`src/rtl/perf_pkg.sv`:
```
// Shared definitions for the performance-counter section master: slave address map,
// FSM states, command opcodes and result word codes.
package perf_pkg;

  localparam int PERF_OFF_STOP   = 0;
  localparam int PERF_OFF_GO     = 1;
  localparam int PERF_OFF_EVT    = 2;
  localparam int PERF_SEC_STRIDE = 4;

  localparam logic [1:0] RES_TIME_LO = 2'd0;
  localparam logic [1:0] RES_TIME_HI = 2'd1;
  localparam logic [1:0] RES_EVT     = 2'd2;

  typedef enum logic [2:0] {IDLE, WR, RD, RWAIT, OUT} state_e;
  typedef enum logic [1:0] {OP_CLR, OP_STOP, OP_GO, OP_DUMP} cmd_op_e;

  // Word address of a register within a section.
  function automatic logic [3:0] perf_addr(input int unsigned sec, input int unsigned off);
    return 4'(sec * PERF_SEC_STRIDE + off);
  endfunction

endpackage

```
`src/rtl/perf_pending_arbiter.sv`:
```
// Collects start/stop/clear/dump request pulses into sticky pending bits and
// presents the single highest-priority command to the control FSM.
module perf_pending_arbiter
  import perf_pkg::*;
#(
  parameter int NUM_SEC = 3,
  parameter int SEC_W   = 2
) (
  input  logic               clk,
  input  logic               reset_n,
  input  logic [NUM_SEC-1:0] sec_start,
  input  logic [NUM_SEC-1:0] sec_stop,
  input  logic               clear_req,
  input  logic               dump_req,
  input  logic               accept,
  output logic               cmd_valid,
  output cmd_op_e            cmd_op,
  output logic [SEC_W-1:0]   cmd_sec,
  output logic               pend_any,
  output logic               overflow
);

  logic [NUM_SEC-1:0] pend_start_q, pend_start_d, pend_stop_q, pend_stop_d;
  logic [NUM_SEC-1:0] start_hit, stop_hit, start_ovf, stop_ovf;
  logic               pend_clr_q, pend_clr_d, pend_dump_q, pend_dump_d;
  logic               clr_hit, dump_hit, overflow_q, overflow_d;

  assign clr_hit  = accept && (cmd_op == OP_CLR);
  assign dump_hit = accept && (cmd_op == OP_DUMP);

  // A bit being retired this cycle can take a new pulse without counting as overflow.
  generate
    for (genvar gi = 0; gi < NUM_SEC; gi++) begin : g_sec
      assign start_hit[gi]    = accept && (cmd_op == OP_GO)   && (cmd_sec == SEC_W'(gi));
      assign stop_hit[gi]     = accept && (cmd_op == OP_STOP) && (cmd_sec == SEC_W'(gi));
      assign start_ovf[gi]    = sec_start[gi] & pend_start_q[gi] & ~start_hit[gi];
      assign stop_ovf[gi]     = sec_stop[gi]  & pend_stop_q[gi]  & ~stop_hit[gi];
      assign pend_start_d[gi] = (pend_start_q[gi] & ~start_hit[gi]) | sec_start[gi];
      assign pend_stop_d[gi]  = (pend_stop_q[gi]  & ~stop_hit[gi])  | sec_stop[gi];
    end
  endgenerate

  assign pend_clr_d  = (pend_clr_q  & ~clr_hit)  | clear_req;
  assign pend_dump_d = (pend_dump_q & ~dump_hit) | dump_req;
  assign overflow_d  = overflow_q | (|start_ovf) | (|stop_ovf)
                     | (clear_req & pend_clr_q & ~clr_hit)
                     | (dump_req & pend_dump_q & ~dump_hit);

  always_comb begin
    cmd_valid = 1'b0;
    cmd_op    = OP_DUMP;
    cmd_sec   = '0;
    if (pend_clr_q) begin
      cmd_valid = 1'b1;
      cmd_op    = OP_CLR;
    end else if (|pend_stop_q) begin
      cmd_valid = 1'b1;
      cmd_op    = OP_STOP;
      for (int i = NUM_SEC - 1; i >= 0; i--) if (pend_stop_q[i]) cmd_sec = SEC_W'(i);
    end else if (|pend_start_q) begin
      cmd_valid = 1'b1;
      cmd_op    = OP_GO;
      for (int i = NUM_SEC - 1; i >= 0; i--) if (pend_start_q[i]) cmd_sec = SEC_W'(i);
    end else if (pend_dump_q) begin
      cmd_valid = 1'b1;
    end
  end

  always_ff @(posedge clk or negedge reset_n) begin
    if (!reset_n) begin
      pend_start_q <= '0;
      pend_stop_q  <= '0;
      pend_clr_q   <= 1'b0;
      pend_dump_q  <= 1'b0;
      overflow_q   <= 1'b0;
    end else begin
      pend_start_q <= pend_start_d;
      pend_stop_q  <= pend_stop_d;
      pend_clr_q   <= pend_clr_d;
      pend_dump_q  <= pend_dump_d;
      overflow_q   <= overflow_d;
    end
  end

  assign pend_any = pend_clr_q | pend_dump_q | (|pend_start_q) | (|pend_stop_q);
  assign overflow = overflow_q;

endmodule

```
`src/rtl/perf_counter_section_master.sv`:
```
// Avalon-MM master for the sectioned performance counter: turns accelerator pulses into
// go/stop/clear writes and streams a full counter dump out on a valid/ready interface.
module perf_counter_section_master
  import perf_pkg::*;
#(
  parameter int NUM_SEC = 3,
  parameter int SEC_W   = 2
) (
  input  logic               clk,
  input  logic               reset_n,
  input  logic [NUM_SEC-1:0] sec_start,
  input  logic [NUM_SEC-1:0] sec_stop,
  input  logic               clear_req,
  input  logic               dump_req,
  output logic               busy,
  output logic               overflow,
  output logic [3:0]         avm_address,
  output logic               avm_write,
  output logic               avm_read,
  output logic [31:0]        avm_writedata,
  input  logic               avm_waitrequest,
  input  logic [31:0]        avm_readdata,
  input  logic               avm_readdatavalid,
  output logic               res_valid,
  input  logic               res_ready,
  output logic [31:0]        res_data,
  output logic [SEC_W-1:0]   res_sec,
  output logic [1:0]         res_word,
  output logic               res_last
);

  state_e             state_q, state_d;
  logic [3:0]         addr_q, addr_d;
  logic               wr_q, wr_d, rd_q, rd_d;
  logic [31:0]        wdata_q, wdata_d, rdata_q, rdata_d;
  logic               res_valid_q, res_valid_d, res_last_q, res_last_d;
  logic [SEC_W-1:0]   sec_q, sec_d, nxt_sec;
  logic [1:0]         word_q, word_d, nxt_word;
  logic               is_last, cmd_accept, cmd_valid, pend_any;
  cmd_op_e            cmd_op;
  logic [SEC_W-1:0]   cmd_sec;

  perf_pending_arbiter #(.NUM_SEC(NUM_SEC), .SEC_W(SEC_W)) u_arb (
    .clk       (clk),
    .reset_n   (reset_n),
    .sec_start (sec_start),
    .sec_stop  (sec_stop),
    .clear_req (clear_req),
    .dump_req  (dump_req),
    .accept    (cmd_accept),
    .cmd_valid (cmd_valid),
    .cmd_op    (cmd_op),
    .cmd_sec   (cmd_sec),
    .pend_any  (pend_any),
    .overflow  (overflow)
  );

  assign is_last = (sec_q == SEC_W'(NUM_SEC - 1)) && (word_q == RES_EVT);

  always_comb begin
    state_d     = state_q;
    addr_d      = addr_q;
    wr_d        = wr_q;
    rd_d        = rd_q;
    wdata_d     = wdata_q;
    rdata_d     = rdata_q;
    res_valid_d = res_valid_q;
    res_last_d  = res_last_q;
    sec_d       = sec_q;
    word_d      = word_q;
    cmd_accept  = 1'b0;
    nxt_word    = word_q + 2'd1;
    nxt_sec     = sec_q;
    if (word_q == RES_EVT) begin
      nxt_word = RES_TIME_LO;
      nxt_sec  = sec_q + 1'b1;
    end
    case (state_q)
      IDLE: if (cmd_valid) begin
        cmd_accept = 1'b1;
        wdata_d    = 32'd0;
        case (cmd_op)
          OP_CLR:  begin addr_d = 4'd0; wdata_d = 32'd1; wr_d = 1'b1; state_d = WR; end
          OP_STOP: begin addr_d = perf_addr(32'(cmd_sec), PERF_OFF_STOP); wr_d = 1'b1; state_d = WR; end
          OP_GO:   begin addr_d = perf_addr(32'(cmd_sec), PERF_OFF_GO);   wr_d = 1'b1; state_d = WR; end
          default: begin
            sec_d   = '0;
            word_d  = RES_TIME_LO;
            addr_d  = perf_addr(0, 0);
            rd_d    = 1'b1;
            state_d = RD;
          end
        endcase
      end
      WR: if (!avm_waitrequest) begin wr_d = 1'b0; state_d = IDLE; end
      RD: if (!avm_waitrequest) begin rd_d = 1'b0; state_d = RWAIT; end
      RWAIT: if (avm_readdatavalid) begin
        rdata_d     = avm_readdata;
        res_valid_d = 1'b1;
        res_last_d  = is_last;
        state_d     = OUT;
      end
      OUT: if (res_ready) begin
        res_valid_d = 1'b0;
        res_last_d  = 1'b0;
        if (is_last) begin
          state_d = IDLE;
        end else begin
          sec_d   = nxt_sec;
          word_d  = nxt_word;
          addr_d  = perf_addr(32'(nxt_sec), 32'(nxt_word));
          rd_d    = 1'b1;
          state_d = RD;
        end
      end
      default: state_d = IDLE;
    endcase
  end

  always_ff @(posedge clk or negedge reset_n) begin
    if (!reset_n) begin
      state_q     <= IDLE;
      addr_q      <= '0;
      wr_q        <= 1'b0;
      rd_q        <= 1'b0;
      wdata_q     <= '0;
      rdata_q     <= '0;
      res_valid_q <= 1'b0;
      res_last_q  <= 1'b0;
      sec_q       <= '0;
      word_q      <= '0;
    end else begin
      state_q     <= state_d;
      addr_q      <= addr_d;
      wr_q        <= wr_d;
      rd_q        <= rd_d;
      wdata_q     <= wdata_d;
      rdata_q     <= rdata_d;
      res_valid_q <= res_valid_d;
      res_last_q  <= res_last_d;
      sec_q       <= sec_d;
      word_q      <= word_d;
    end
  end

  assign busy          = (state_q != IDLE) || pend_any;
  assign avm_address   = addr_q;
  assign avm_write     = wr_q;
  assign avm_read      = rd_q;
  assign avm_writedata = wdata_q;
  assign res_valid     = res_valid_q;
  assign res_data      = rdata_q;
  assign res_sec       = sec_q;
  assign res_word      = word_q;
  assign res_last      = res_last_q;

endmodule
```
`config.mk`:
```
export PLATFORM = sky130hd
export DESIGN_NAME = perf_counter_section_master
export DESIGN_NICKNAME = d
export VERILOG_FILES = /design/src/rtl/perf_pkg.sv /design/src/rtl/perf_pending_arbiter.sv /design/src/rtl/perf_counter_section_master.sv
export SDC_FILE = /design/constraint.sdc
export NUM_CORES = 1
export LEC_CHECK = 0
export ABC_AREA = 1
export BUFFER_PORTS_ARGS = -buffer_cell sky130_fd_sc_hd__buf_2
export CAP_MARGIN = 20
export CORE_MARGIN = 3
export CORE_UTILIZATION = 52
export CTS_CLUSTER_DIAMETER = 100
export DETAILED_ROUTE_END_ITERATION = 12
export GPL_TIMING_DRIVEN = 0
export PLACE_DENSITY = 0.86
export SYNTH_ARGS = -nofsm -noshare
export SYNTH_HDL_FRONTEND = slang
export SYNTH_SLANG_ARGS = --single-unit
```
`constraint.sdc`:
```
create_clock -name clk -period 4.15 [get_ports clk]
set_input_delay 1.0375 -clock clk [delete_from_list [all_inputs] [get_ports clk]]
set_output_delay 1.0375 -clock clk [all_outputs]
set_load 0.03 [all_outputs]
```
After elaboration in Yosys (flattened, before gate mapping)
Index checks and enable logic that the tools add are counted.
{ "totals": {"regBits": 88, "out_inout_bits": 78, "word_cells": 174} }
{ "op_classes": {"addsub": 4, "n_eq_ne": 19, "muxes": 56, "n_bitwise": 47, "reduce_logical": 33} }
{ "op_table": {"columns": ["operator", "n"], "rows": [
  ["two-way mux 2 bit", 21],
  ["AND 1 bit", 24],
  ["two-way mux 1 bit", 18],
  ["!= test 2 bit, second input constant", 8],
  ["case mux 4 bit (2 select lines)", 2],
  ["two-way mux 3 bit", 5],
  ["bitwise OR 1 bit", 15],
  ["case mux 3 bit (5 select lines)", 1],
  ["OR reduction 3 bit", 5],
  ["two-way mux 4 bit", 3],
  ["logical AND 1 bit", 11],
  ["== test 2 bit, second input constant", 5],
  ["AND reduction 5 bit", 2],
  ["inverter 1 bit", 8],
  ["case mux 2 bit (2 select lines)", 2],
  ["AND reduction 4 bit", 2],
  ["== test 3 x 2 -> 1 bit, second input constant", 2],
  ["case mux 1 bit (2 select lines)", 3],
  ["AND reduction 6 bit", 1],
  ["nonzero test 2 bit", 3],
  ["nonzero test 3 bit", 2],
  ["adder 2 x 1 -> 2 bit, second input constant", 2],
  ["adder 4 x 1 -> 4 bit, second input constant", 1],
  ["adder 4 x 2 -> 4 bit", 1],
  ["other kinds (9)", 12]
]} }

Depth between registers and ports, before layout
Gate-level depths: netlist of run 1.
{ "logic_depth": {"ltp_word": 15, "mapped_depth": 10} }

By module
A second synthesis of run 1 with hierarchy kept.
{ "unflattened": {"hier_cells": 396, "area_unflattened_um2": 3118.0} }
{ "modules_own_cells": {"columns": ["mod", "instances", "cells_each", "area_per_inst_um2", "seq_area_each_um2"], "rows": [
  ["perf_counter_section_master", 1, 312, 2496.1, 1201.2],
  ["perf_pending_arbiter", 1, 84, 621.8, 225.2]
]} }

Least setup slack after synthesis of run 1
OpenSTA, ideal clock, no wires.
{ "synth_path": {"path_kind": "register to output", "startpoint": "register u_arb.pend_stop_q[0]", "endpoint": "output busy", "t_arrival_ns": 0.999, "required_time_ns": 3.113, "slack_ns": 2.113, "stages_incl_launch_ff": 5, "path_buffers": 0, "path_cell_list": "dfrtp_1 > nor2_2 > nand2_1 > nor2_4 > nand3_4"} }
{ "synth_via": {"elab_chain_len": 3} }
{ "synth_lines": {"columns": ["item", "line_no", "text"], "rows": [
  ["start: declaration", "perf_pending_arbiter.sv:23", "logic [NUM_SEC-1:0] pend_start_q, pend_start_d, pend_stop_q, pend_stop_d;"],
  ["start signal: assignment", "perf_pending_arbiter.sv:78", "pend_stop_q <= pend_stop_d;"],
  ["OR reduction 3 bit", "perf_pending_arbiter.sv:85", "assign pend_any = pend_clr_q | pend_dump_q | (|pend_start_q) | (|pend_stop_q);"],
  ["bitwise OR 1 bit", "perf_pending_arbiter.sv:85", null],
  ["logical OR 1 bit", "perf_counter_section_master.sv:146", "assign busy = (state_q != IDLE) || pend_any;"],
  ["end: declaration", "perf_counter_section_master.sv:15", "output logic busy,"]
]} }
Every way passes these cells.

Final worst setup path of run 1
{ "layout_path": {"startpoint": "register u_arb.pend_clr_q", "endpoint": "output busy"} }
{ "layout_via": {"elab_chain_len": 4} }
{ "layout_lines": {"columns": ["item", "line_no", "text"], "rows": [
  ["start: declaration", "perf_pending_arbiter.sv:25", "logic pend_clr_q, pend_clr_d, pend_dump_q, pend_dump_d;"],
  ["start signal: assignment", "perf_pending_arbiter.sv:79", "pend_clr_q <= pend_clr_d;"],
  ["bitwise OR 1 bit (3 in series)", "perf_pending_arbiter.sv:85", null],
  ["logical OR 1 bit", "perf_counter_section_master.sv:146", null]
]} }
Every way passes these cells.

==> flow_summary.toml, run 1 <==
[status]
status = "finished clean"

[clock_network]
cts_sinks = 57
clk_path_buf_depth = 2
post_cts.repair.setup_buffers = 0
root_buffer = "clkbuf_8"
postCtsHoldBufs = 0
cts_tree = "built"
clk_latency_ns = 0.33
cts-resized-gates = 0
htreeDepth = 3
cts_made_buffers = 9
clk_pin_slew_ns = 0.06

[sta]
tns_ns = 0
tightest_slew_ns = 0.580
drv_slew = 0
final.setup_skew_ns = 0.00779
fin_crit_ns = 2.61
rsz0062_at_grt = "no"
final-hold-violation-count = 0
min_period_over_period_pct = 63.0
setup_viol = 0
holdWs_ns = 0.473
relSlewSlack_pct = 61.3
max_freq_mhz = 383

[route]
firstDrtPassIters = 6
num_vias = 2249
drtIter0Drc = 87
drc = 0
ant_nets = 0
wl_mm = 6.34
drt-vias-per-instance = 4.58
wl_per_cell_um = 12.9

[critical_path]
crit_path_end_kind = "output port"
reg2reg_slack_ns = 2.59
crit_arrival_ns = 1.58
start_kind = "flip-flop"
crit_slowest_cell = "dfrtp_1"
rr_startpoint = "res_sec[0]$_DFFE_PN0P_"
required_ns = 3.11
cp_max_fo = 7
worstPathCellList = "inv_1 -> nand3_1 -> nor2_4 -> nand3_4 -> buf_2"
crit_path_max_incr_delay_ns = 0.40
crit_type = "reg -> out"
worst_r2r_endpoint = "res_word[1]$_DFFE_PN0P_"
r2r_cells = 9

[floorplanning]
start_util_pct = 56.1
design.core.area_mm2 = 0.00530
die-area_mm2 = 0.00667
dieWidth_um = 81.6
die_y_um = 81.6
rows = 26
io_pins = 123

[cells_and_area]
fin_nets = 462
synthToLayoutAreaGrowth_pct = 29.9
antenna_cells = 0
drive_gt1_share_pct = 47.5
design_area_mm2 = 0.00387

[placed_design]
place_hpwl_mm = 4.97
place_area_mm2 = 0.00365
port_buffers = 91
place_congestion = 0.854

[yosys]
synth_area_leaders = "dfrtp_1, mux2_4, buf_4"
yosys.area.top_type = "dfrtp_1"
yosysSeqAreaShare_pct = 47.9
synth-adder-area-share_pct = 0.421
ys_async_sr_fraction_pct = 100
synth-main-ff-cell = "dfrtp_1"
synth_top_area_share_pct = 47.9
synthMuxAreaShare_pct = 15.5
synth_cells = 283
yosys_register_bits = 57
synth_xor_area_share_pct = 0
syn_area_per_cell_um2 = 10.5
synthSimpleGateAreaFrac_pct = 17.2
synth_top_family_by_area = "simple AND/OR/NAND/NOR gates"
yosys_warnings = 0
synth_compound_area_share_pct = 5.68
netlist_area_mm2 = 0.00298
yosysUniqueCellTypes = 31
synth_edf_count = 0

[power]
p_int_mw = 1.60
ir_drop_uv = 596
p_leak_nw = 2.22
power_frac_comb_pct = 47.6
power.density_mw_per_mm2 = 708
p_switching_mw = 1.14
pwr-share-seq_pct = 32.8
p_sw_share_pct = 41.7
clockPowerShare_pct = 19.7

[global_route]
grt_pass1_vias = 2289
gr-total-overflow = 0
grt_pass1_wl_mm = 10.5
grt_start_max_net_pins = 34
globalRouteTotalUtil_pct = 21.3
grt_antenna_before_repair = 0

[worst_hold_path]
worstHoldStart = "avm_write$_DFFE_PN0P_"
worstHoldPathType = "reg -> reg"
min_path_cells = 2
min_to = "avm_write$_DFFE_PN0P_"

[flow_run]
cap_violations = 0
==> how the worst max path moves through the flow <==
stage / startpoint / endpoint
floorplan: u_arb.pend_stop_q[0]$_DFF_PN0_ / busy
global route: u_arb.pend_stop_q[0]$_DFF_PN0_ / busy
CTS: u_arb.pend_clr_q$_DFF_PN0_ / busy
finish: u_arb.pend_clr_q$_DFF_PN0_ / busy
global placement: u_arb.pend_clr_q$_DFF_PN0_ / busy
detailed placement: u_arb.pend_clr_q$_DFF_PN0_ / busy
==> sequential cells by signal, summed over array words and instances, names as in the netlist <==
name and count:
u_arb.pend_stop_q 3, u_arb.pend_clr_q 1, u_arb.overflow 1, res_valid 1
res_word 2, res_sec 2, u_arb.pend_start_q 3, avm_read 1
state_q 3, res_last 1, u_arb.pend_dump_q 1, avm_address 4
res_data 32, avm_write 1, avm_writedata 1
==> stage by stage <==
stage               std cells  setup WS [ns]  utilization [%]  total power [mW]
floorplan                 313           2.11                -              1.87
global placement          474           1.90             68.5              2.16
detailed placement        475           1.88             68.9              2.21
CTS                       491           1.51             72.9              2.76
global route              491           1.42             72.9              2.90
finish                    491           1.54             72.9              2.74
==> cell usage in the layout, fill, tap and decap left out, drive strengths merged, types with 2 or more instances in the layout <==
master and count:
nand2 53, dfrtp 57, mux2 32, a21o 3, or2 2, nand3 17
nand4 3, o211ai 2, conb 31, inv 33, o21bai 7, clkinvlp 2
clkbuf 12, o21ai 12, nor2 22, buf 126
==> synthesized netlist by cell type, types with 2 or more instances <==
library cell and n:
dfrtp_1 57, nand2_1 49, buf_4 31, mux2_4 27, inv_1 25, nor2_1 14
nand3_1 13, inv_2 8, o21ai_1 8, o21bai_1 7, nor2_4 6, mux2_2 5
o21ai_0 4, a21o_1 3, buf_6 3, nand2_2 3, nand3_2 2, nand3_4 2
nand4_1 2, nor2_2 2, o211ai_1 2
==> power groups by stage <==
stage	Combinational, mW	Sequential [mW]	Clock [mW]
6_report	1.30	0.897	0.538
5_1_grt	1.40	0.924	0.575
4_1_cts	1.32	0.896	0.549
3_5_place_dp	1.32	0.894	0
3_3_place_gp	1.28	0.885	0
2_1_floorplan	0.615	1.25	0
==> cell families (layout without fill, tap and decap cells) <==
family | Yosys count | count (layout)
AO/OA/AOI/OAI | 27 | 27
multiplexers | 32 | 32
flip-flops | 57 | 57
other | 1 | 31
AND/OR/NAND/NOR | 98 | 98
adder cells (fa/ha/maj) | 1 | 1
buffers and inverters | 67 | 175
==> final cells by class <==
type                            count  area (um^2)
Fill cell                         386         1440
Sequential cell                    57         1430
Multi-Input combinational cell    189         1270
Timing Repair Buffer               92          475
Buffer                             34          267
Clock buffer                       12          165
Inverter                           33          124
Tap cell                           70         87.6
Clock inverter                      4         50.0
==> critical path: cells and delay by family (launching register included) <==
| kind | cells | cell delay [ns] |
|---|---|---|
| simple gates | 3 | 0.44 |
| buf+inv | 2 | 0.41 |
| flops | 1 | 0.40 |
==> layer usage <==
layer / wire (um) / GRT usage [%]
met4: 104 / 9.97
met3: 685 / 8.44
met1: 2480 / 24.6
met2: 3070 / 34.9
met5: 0 / 0
Note: power is estimated with default switching activity, not from simulation.
==> run 2, diff against run 1 <==
CORE_UTILIZATION = 48   (was 52)
PLACE_DENSITY = 0.8   (was 0.86)
clock period = 2.55 ns   (was 4.15 ns; I/O delays follow)
==> run 2 against run 1 <==
Against the previous run:
- non-clock buffer count stayed put
- flip-flop and latch count stayed put
- critical endpoint unchanged
- critical path type unchanged
- utilization is 7.7 points lower
- sequential power is 62% higher
==> flow_summary.toml, run 2 (synthesis results as in run 1) <==
[route]
num_vias = 2231
drtIter0Drc = 45
drt-vias-per-instance = 4.51
wl_per_cell_um = 12.1
drc = 0
firstDrtPassIters = 4
wl_mm = 5.97
ant_nets = 0

[floorplanning]
design.core.area_mm2 = 0.00596
rows = 28
die-area_mm2 = 0.00718
io_pins = 123
die_y_um = 84.7
start_util_pct = 50.0
dieWidth_um = 84.7

[critical_path]
worstPathCellList = "inv_1 -> nand3_1 -> nor2_4 -> nand3_4 -> buf_2"
crit_path_end_kind = "output port"
cp_max_fo = 7
crit_slowest_cell = "dfrtp_1"
required_ns = 1.91
crit_type = "reg -> out"
crit_arrival_ns = 1.58
crit_path_max_incr_delay_ns = 0.40
start_kind = "flip-flop"

[clock_network]
cts-resized-gates = 0
cts_tree = "built"
post_cts.repair.setup_buffers = 0
clk_path_buf_depth = 2
cts_made_buffers = 9
root_buffer = "clkbuf_8"
postCtsHoldBufs = 0
cts_sinks = 57
clk_latency_ns = 0.33
htreeDepth = 3
clk_pin_slew_ns = 0.07

[global_route]
grt_antenna_before_repair = 0
globalRouteTotalUtil_pct = 17.9
gr-total-overflow = 0
grt_pass1_vias = 2232
grt_pass1_wl_mm = 10.2
grt_start_max_net_pins = 35

[placed_design]
place_hpwl_mm = 4.74
pre_cts_slack_ns = 0.674
dp.cells = 480
port_buffers = 91
place_congestion = 0.839

[power]
power_mw = 4.52
ir_drop_uv = 867
p_leak_nw = 2.23
power.density_mw_per_mm2 = 1160

[flow_run]
cap_violations = 0

[cells_and_area]
drive_gt1_share_pct = 47.1
synthToLayoutAreaGrowth_pct = 30.6
fin_cells = 495
fin_nets = 462
largest_register_ffs = 32
final_cell_mix = "buf_2, dfrtp_1, nand2_1"
antenna_cells = 0
nFillCells = 497
final_common_cell = "buf_2"

[sta]
final-hold-violation-count = 0
relSlewSlack_pct = 62.5
setup_viol = 0
holdWs_ns = 0.302
drv_slew = 0
min_period_over_period_pct = 86.9
tightest_slew_ns = 0.562
fin_crit_ns = 2.22
tns_ns = 0
worst_slack_ns = 0.335
max_freq_mhz = 451
rsz0062_at_grt = "no"
final.setup_skew_ns = 0.0109

[worst_hold_path]
worstHoldPathType = "in -> async"

[status]
status = "finished clean"
run 2: area by class of cell:
type,count,area [um^2],area share [%]
multi-input cells,189,1270,32.7
clock buffers,13,169,4.35
inverters,33,124,3.19
well taps,75,93.8,2.41
flip-flops and latches,57,1430,36.7
repair buffers,92,475,12.2
plain buffers,34,267,6.86
clock inverters,2,60.1,1.55
run 2: worst paths after layout:
kind / start / endpoint / slack, ns / cells past startpoint
min in group clk: avm_write$_DFFE_PN0P_ / avm_write$_DFFE_PN0P_ / 0.47 / 2
max reg2reg: res_sec[0]$_DFFE_PN0P_ / res_word[1]$_DFFE_PN0P_ / 0.99 / 9
min: reset_n / state_q[2]$_DFFE_PN0P_ / 0.30 / 1
min reg2reg: avm_write$_DFFE_PN0P_ / avm_write$_DFFE_PN0P_ / 0.47 / 2
max: u_arb.pend_clr_q$_DFF_PN0_ / busy / 0.33 / 5
max in group asynchronous: reset_n / res_data[26]$_DFFE_PN0P_ / 1.68 / 2
run 2: worst max-delay path: cells and delay by family, from the launching register on:
family | cells | cell delay [ns]
buffers and inverters | 2 | 0.41
DFF | 1 | 0.40
and+or+nand+nor | 3 | 0.45
run 2: routing by layer:
| layer | up-vias | track usage (%) | wire length, um |
|---|---|---|---|
| li1 | 1117 | - | - |
| met1 | 1010 | 21.2 | 2530 |
| met2 | 93 | 28.7 | 2750 |
| met3 | 11 | 7.56 | 589 |
| met4 | 0 | 7.48 | 110 |
| met5 | - | 0 | 0 |
run 2: stage by stage:
stage	area [um^2]	utilization, %
2_1_floorplan	3090	-
3_3_place_gp	3640	61.1
3_5_place_dp	3660	61.4
4_1_cts	3890	65.3
5_1_grt	3890	65.3
6_report	3890	65.3
run 2: where the power goes:
group,switching (mW),internal [mW]
registers,0.206,1.24
logic,1.28,0.826
clock network,0.341,0.626
==> run 3, diff against run 2 <==
RECOVER_POWER = 25   (was not set)
==> run 3 against run 2 <==
Against the previous run:
- cell area decreased by 0.42%
- cell count unchanged
- die area unchanged
- critical endpoint unchanged
- critical path type unchanged
- maximum frequency about the same
- flip-flop and latch count unchanged
==> flow_summary.toml, run 3 (synthesis results as in run 1) <==
[power]
ir_drop_uv = 858
p_sw_share_pct = 40.3
pwr-share-seq_pct = 32.1
clockPowerShare_pct = 21.4
p_leak_nw = 2.22
p_switching_mw = 1.82
p_int_mw = 2.69
power_frac_comb_pct = 46.6
power.density_mw_per_mm2 = 1170
power_mw = 4.51

[clock_network]
cts_tree = "built"
postCtsHoldBufs = 0
cts_made_buffers = 9
htreeDepth = 3
post_cts.repair.setup_buffers = 0
cts_sinks = 57
root_buffer = "clkbuf_8"
clk_pin_slew_ns = 0.06
clk_latency_ns = 0.33
clk_path_buf_depth = 2
cts-resized-gates = 0

[floorplanning]
rows = 28
dieWidth_um = 84.7
start_util_pct = 50.0
die-area_mm2 = 0.00718
die_y_um = 84.7
io_pins = 123
design.core.area_mm2 = 0.00596

[cells_and_area]
antenna_cells = 0
largest_register_ffs = 32
fin_nets = 462
drive_gt1_share_pct = 46.9
final_cell_mix = "buf_2, dfrtp_1, nand2_1"
utilization_pct = 65.0
final_common_cell = "buf_2"
synthToLayoutAreaGrowth_pct = 30.1

[sta]
relSlewSlack_pct = 15.6
drv_slew = 0
tns_ns = 0
setup_viol = 0
max_freq_mhz = 451
rsz0062_at_grt = "no"
fin_crit_ns = 2.22
final-hold-violation-count = 0
tightest_slew_ns = 1.27
worst_slack_ns = 0.333
final.setup_skew_ns = 0.00862
min_period_over_period_pct = 86.9

[critical_path]
crit_path_end_kind = "output port"
crit_arrival_ns = 1.58
r2r_cells = 9
required_ns = 1.91
start_kind = "flip-flop"
cp_max_fo = 7
crit_type = "reg -> out"

[placed_design]
place_congestion = 0.839
place_hpwl_mm = 4.74
pre_cts_slack_ns = 0.674
port_buffers = 91

[route]
met3RoutedLength_um = 591
wl_per_cell_um = 12.0
wl_met2_mm = 2.74
drtIter0Drc = 44
top_layer_used = "met4"
num_vias = 2238
ant_nets = 0
drc = 0
drt-met1-wl_mm = 2.50
drt-vias-per-instance = 4.52
firstDrtPassIters = 4
wl_mm = 5.96

[status]
status = "finished clean"

[worst_hold_path]
min_path_cells = 2
worstHoldPathType = "reg -> reg"

[global_route]
grt_pass1_vias = 2232
grt_pass1_wl_mm = 10.2
gr-total-overflow = 0
grt_start_max_net_pins = 35
grt_antenna_before_repair = 0
globalRouteTotalUtil_pct = 17.9

[flow_run]
cap_violations = 0
## run 3: cell type report
class	instances	area, um^2
fillers	499	2090
multi-input cells	189	1270
inverters	33	124
clock buffers	13	169
plain buffers	34	267
flip-flops and latches	57	1430
repair buffers	92	459
well taps	75	93.8
clock inverters	2	60.1
## run 3: power groups by stage
stage,Sequential (mW),Combinational (mW),Clock (mW)
global placement,1.44,2.08,0
floorplan,2.04,1.00,0
detailed placement,1.44,2.13,0
CTS,1.45,2.13,0.988
global route,1.49,2.25,1.03
finish,1.45,2.10,0.963
## run 3: worst max-delay path, stage by stage (launching register included)
cell,delay (ns)
dfrtp_1,0.40
inv_1,0.21
nand3_1,0.16
nor2_4,0.18
nand3_4,0.11
buf_2,0.20
## run 3: metrics by stage
step	area, um^2	hold slack (ns)	cells
final	3870	0.473	495
after global routing	3870	0.484	495
after CTS	3890	0.309	495
after detailed placement	3660	0.461	480
after global placement	3640	0.451	479
after floorplan	3090	0.342	313
## run 3: path summary, 6_finish.rpt
path | startpoint | to | slack, ns
worst max register to register | res_sec[0]$_DFFE_PN0P_ | res_word[1]$_DFFE_PN0P_ | 0.99
min in group asynchronous | reset_n | res_data[10]$_DFFE_PN0P_ | 0.57
max in group asynchronous | reset_n | res_data[19]$_DFFE_PN0P_ | 0.55
worst max-delay path | u_arb.pend_clr_q$_DFF_PN0_ | busy | 0.33
worst min-delay path | avm_read$_DFFE_PN0P_ | avm_read$_DFFE_PN0P_ | 0.47
worst min register to register | avm_read$_DFFE_PN0P_ | avm_read$_DFFE_PN0P_ | 0.47
## run 3: routing by layer
layer | vias up | GRT usage (%)
li1 | 1118 | -
met1 | 1014 | 21.2
met2 | 94 | 28.7
met3 | 12 | 7.56
met4 | 0 | 7.48
met5 | - | 0
